<file path="src/rtl/fetch_sequencer.sv">
// fetch_sequencer
//   Program-fetch sequencer with a one-cycle-latency program memory and a
//   circular return-address stack. It drives the memory address/read/flush
//   controls, tracks which memory output word is a real instruction
//   (instr_valid) and its address (exec_pc), and performs goto, call,
//   return and skip redirects.
//
//   state | meaning
//   ------+----------------------------------------------------------
//   BOOT  | first cycle after reset: fetch address 0
//   RUN   | sequential fetch; redirects and skips are accepted here
//   FLUSH | fetch the redirect target while the flushed nop drains
//
// Ports
//   clk, rst          clock, synchronous active-high reset
//   stall             hold request: freezes everything, blocks memory access
//   branch_valid      goto to branch_target
//   branch_target     goto/call destination
//   call, ret, skip   call (push return address), return (pop), skip next word
//   mem_addr          program memory address (the fetch address register)
//   mem_rd_en         program memory read enable
//   mem_flush         forces the next memory output word to nop
//   instr_valid       memory output this cycle is an instruction to execute
//   exec_pc           address of the word on the memory output
//   stack_overflow    sticky: a call pushed onto a full stack
//   stack_underflow   sticky: a return popped an empty stack
module fetch_sequencer #(
  parameter int ADDR_WIDTH  = 13,
  parameter int STACK_DEPTH = 8
) (
  input  logic                  clk,
  input  logic                  rst,
  input  logic                  stall,
  input  logic                  branch_valid,
  input  logic [ADDR_WIDTH-1:0] branch_target,
  input  logic                  call,
  input  logic                  ret,
  input  logic                  skip,
  output logic [ADDR_WIDTH-1:0] mem_addr,
  output logic                  mem_rd_en,
  output logic                  mem_flush,
  output logic                  instr_valid,
  output logic [ADDR_WIDTH-1:0] exec_pc,
  output logic                  stack_overflow,
  output logic                  stack_underflow
);

  localparam int PTR_W = $clog2(STACK_DEPTH);
  localparam logic [PTR_W:0] DEPTH_FULL = (PTR_W+1)'(STACK_DEPTH);

  typedef enum logic [1:0] {
    BOOT  = 2'd0,
    RUN   = 2'd1,
    FLUSH = 2'd2
  } state_t;

  state_t                state, state_nxt;
  logic [ADDR_WIDTH-1:0] fetch_addr, fetch_nxt;
  logic [ADDR_WIDTH-1:0] stack_mem [STACK_DEPTH];
  logic [PTR_W-1:0]      sp;
  logic [PTR_W-1:0]      sp_top;
  logic [PTR_W:0]        depth;
  logic                  push, pop;

  assign mem_addr = fetch_addr;
  // sp points at the next free slot; the top entry sits one below it and the
  // subtraction wraps, which is what gives an empty-stack pop its address.
  assign sp_top   = sp - PTR_W'(1);

  always_comb begin
    state_nxt = state;
    fetch_nxt = fetch_addr;
    mem_rd_en = 1'b0;
    mem_flush = 1'b0;
    push      = 1'b0;
    pop       = 1'b0;
    if (!rst && !stall) begin
      case (state)
        BOOT: begin
          mem_rd_en = 1'b1;
          fetch_nxt = ADDR_WIDTH'(1);
          state_nxt = RUN;
        end
        RUN: begin
          if (ret) begin
            pop       = 1'b1;
            mem_flush = 1'b1;
            fetch_nxt = stack_mem[sp_top];
            state_nxt = FLUSH;
          end else if (call) begin
            push      = 1'b1;
            mem_flush = 1'b1;
            fetch_nxt = branch_target;
            state_nxt = FLUSH;
          end else if (branch_valid) begin
            mem_flush = 1'b1;
            fetch_nxt = branch_target;
            state_nxt = FLUSH;
          end else if (skip) begin
            // The word after the skip instruction is being fetched right now;
            // flushing it and stepping on means it is never presented.
            mem_flush = 1'b1;
            fetch_nxt = fetch_addr + ADDR_WIDTH'(1);
          end else begin
            mem_rd_en = 1'b1;
            fetch_nxt = fetch_addr + ADDR_WIDTH'(1);
          end
        end
        FLUSH: begin
          mem_rd_en = 1'b1;
          fetch_nxt = fetch_addr + ADDR_WIDTH'(1);
          state_nxt = RUN;
        end
        default: begin
          state_nxt = BOOT;
          fetch_nxt = '0;
        end
      endcase
    end
  end

  always_ff @(posedge clk) begin
    if (rst) begin
      state           <= BOOT;
      fetch_addr      <= '0;
      exec_pc         <= '0;
      instr_valid     <= 1'b0;
      sp              <= '0;
      depth           <= '0;
      stack_overflow  <= 1'b0;
      stack_underflow <= 1'b0;
    end else if (!stall) begin
      state       <= state_nxt;
      fetch_addr  <= fetch_nxt;
      instr_valid <= mem_rd_en & ~mem_flush;
      exec_pc     <= fetch_addr;
      if (push) begin
        sp <= sp + PTR_W'(1);
        if (depth == DEPTH_FULL) stack_overflow <= 1'b1;
        else                     depth <= depth + (PTR_W+1)'(1);
      end else if (pop) begin
        sp <= sp_top;
        if (depth == '0) stack_underflow <= 1'b1;
        else             depth <= depth - (PTR_W+1)'(1);
      end
    end
  end

  // Stack storage carries no reset; an empty-stack pop simply returns
  // whatever the wrapped slot holds.
  always_ff @(posedge clk) begin
    if (push) stack_mem[sp] <= exec_pc + ADDR_WIDTH'(1);
  end

endmodule

</file>
<file path="config.mk">
export PLATFORM = sky130hd
export DESIGN_NAME = fetch_sequencer
export DESIGN_NICKNAME = d
export VERILOG_FILES = /design/src/rtl/fetch_sequencer.sv
export SDC_FILE = /design/constraint.sdc
export NUM_CORES = 1
export LEC_CHECK = 0
export BUFFER_PORTS_ARGS = -buffer_cell sky130_fd_sc_hd__buf_2
export CELL_PAD_IN_SITES_DETAIL_PLACEMENT = 1
export CELL_PAD_IN_SITES_GLOBAL_PLACEMENT = 1
export CORE_MARGIN = 3
export CORE_UTILIZATION = 51
export DETAILED_ROUTE_END_ITERATION = 10
export PLACE_DENSITY = 0.83
export SYNTH_ARGS = -nofsm -noshare
export SYNTH_HDL_FRONTEND = slang
export SYNTH_SLANG_ARGS = --single-unit
</file>
<file path="constraint.sdc">
create_clock -name clk -period 7.62 [get_ports clk]
set_clock_uncertainty 0.2 [all_clocks]
set_input_delay 1.524 -clock clk [delete_from_list [all_inputs] [get_ports clk]]
set_output_delay 1.524 -clock clk [all_outputs]
set_load 0.02 [all_outputs]
</file>
==> out/qor.yml <==
status:
  status: "completed"
clock_tree:
  path_clk_slew_ns: 0.06
  postCtsHoldBufs: 0
  h-tree-depth: 4
  clock_sinks: 142
  cts_buffer_depth: 2
  cts_root_buf: "clkbuf_16"
  tritoncts: "yes"
  insertion_delay_ns: 0.43
  cts_resized: 0
  cts_setup_buffers: 0
  cts_buffers: 17
global_routing:
  grt_max_degree: 44
  grt_usage_pct: 28.4
  first_global_vias: 4510
  overflow: 0
  grt_antenna_before_repair: 0
  grt_first_pass_wirelength_mm: 27.3
worst_setup_path:
  path_common_cell: "buf_2"
  required_ns: 5.90
  worstPathCellList: "buf_2 -> nor2_1 -> nor4bb_1 -> buf_2"
  critPathLaunchType: "input pin"
  critPathSlowestCell: "nor2_1"
  crit_family: "simple AND/OR/NAND/NOR gates"
  reg2reg_slack_ns: 3.50
  cp.arrival_ns: 2.75
  critPathMaxStageDelay_ns: 0.35
  critical_path.max_fanout: 29
  critPathKind: "in -> out"
  crit_path_end_kind: "output pin"
  cp.buffers_inverters: 2
sta:
  slew_headroom_pct: 16.3
  whs_ns: 0.292
  fin_crit_sh_pct: 58.7
  slew_viol_final: 0
  setup_tns_ns: 0
  rsz0062_at_grt: "no"
  setup_viol: 0
  max_freq_mhz: 224
  fin_crit_ns: 4.47
  tightest_slew_ns: 1.25
  finalHoldViolCount: 0
route:
  antenna_left: 0
  dr.pass1.iters: 7
  via_per_inst: 6.41
  wl_mm: 18.0
  drc: 0
  vias: 4215
  routedWlPerCell_um: 27.4
  dr.first_iter.drc_count: 419
synthesis:
  synthArstFlopShare_pct: 0
  netlist_area_um2: 6170
  synth_flop_cell: "edfxtp_1"
  synth_cells: 452
  ys_ff_latch: 142
  yosys_warnings: 0
  synth_nets: 479
  synth_top_area_cell: "edfxtp_1"
  avgSynthCellArea_um2: 13.7
  synth_edf_count: 104
  netlist.area_leader.share_pct: 50.6
  synth.distinct_cells: 54
  synth_area_leaders: "edfxtp_1 (51%), dfxtp_1 (12%), mux2i_1 (7.3%)"
  synth_common_cells: "edfxtp_1 (104), mux2i_1 (45), dfxtp_1 (38)"
  yosysMostFrequentCell: "edfxtp_1"
  seq_area_frac_synth_pct: 62.9
floorplanning:
  fp.dieH_um: 116
  core-area_um2: 11600
  std_cell_rows: 39
  die_width_um: 116
  start_util_pct: 53.2
  die_area_um2: 13500
  ios: 51
power:
  p_leak_nw: 2.60
  ir_drop_mv: 0.162
  p_per_area_nw_per_um2: 269
place:
  gp_congestion: 0.794
  port_buffers: 50
  dpl.hpwl_mm: 11.9
  placed_cells: 626
layout:
  utilization_pct: 61.5
  drive_above_1_share_pct: 21.9
  instances_no_fill: 658
  area_growth_pct: 15.6
  ff_latch_area_um2: 3880
  multiInputGateArea_um2: 2180
  nNetsFinal: 529
  fill_cells: 1119
  antenna_cells: 0
min_path:
  hold_path.class: "reg -> reg"
run:
  cap_violations: 0
## report_power, final
part | switching, W | internal [W]
Sequential | 0.0000220 | 0.000832
Combinational | 0.000122 | 0.0000819
Clock | 0.000367 | 0.000494
Total | 0.000512 | 0.00141
## placed cells by master, fill, tap and decap left out, types with 3 or more instances in the layout
cell type  netlist  layout
a31oi_1          6       6
buf_2           11      50
mux4_2          12      12
ha_1             6       5
a21oi_1         18      18
nand2_1         29      29
clkbuf_16        0      17
xnor2_1         16      16
dfxtp_1         38      38
inv_6            0       4
o21ai_0          5       5
nor3_1          12       8
mux2i_1         45      45
edfxtp_1       104     104
and3_1           8       8
a222oi_1         3       3
o211ai_1         6       6
inv_8            0       4
nand3_1         16      16
nor3_2           1       5
a221oi_1         3       3
inv_1            6       6
nor4b_1          3       3
a22oi_1         15      15
xor2_1           7       7
nor2_1          37      37
## through the flow
stage | worst slack, ns | total power, W | instance area (um2)
floorplan | 3.33 | 0.00101 | 6170
global placement | 3.29 | 0.00106 | 6540
detailed placement | 3.23 | 0.00107 | 6540
CTS | 3.19 | 0.00192 | 7140
global route | 3.10 | 0.00197 | 7140
finish | 3.15 | 0.00192 | 7140
## worst paths after layout
path,startpoint,to,cells after the start
max,stall,mem_flush,4
min,stack_underflow,stack_underflow,2
max reg2reg,sp[0],mem_addr[1],6
min reg2reg,stack_underflow,stack_underflow,2
## metal layers
layer	GRT usage [%]	vias to the layer above	part of all wire, %
met5	0	-	0
met4	12.7	0	4.3
met3	5.80	62	6.3
met2	47.6	211	51
met1	35.8	2100	38
li1	-	1842	-
## logic make-up after synthesis
family	share of synthesized area (%)
multiplexers	11.9
AND/OR/NAND/NOR	9.87
XOR/XNOR	3.71
flip-flops	62.9
buffers and inverters	2.17
AO/OA/AOI/OAI	7.90
adder cells (fa/ha/maj)	1.54
## tightest hold or removal path, cell delays in order (launching register included)
cell and delay [ns]:
dfxtp_1 0.33, a21oi_1 0.05, nor2_1 0.08
## layout make-up
type,instances,area share (%)
clock inverters,15,2.44
well taps,143,2.51
clock buffers,17,5.96
flip-flops and latches,142,54.4
multi-input cells,282,30.6
repair buffers,52,3.72
inverters,7,0.368
## flip-flops by register name (all words and copies together), names as in the netlist
signal           count
depth                4
instr_valid          1
sp                   3
state                2
exec_pc             13
stack_underflow      1
stack_overflow       1
stack_mem          104
mem_addr            13
Note: power is estimated with default switching activity, not from simulation.
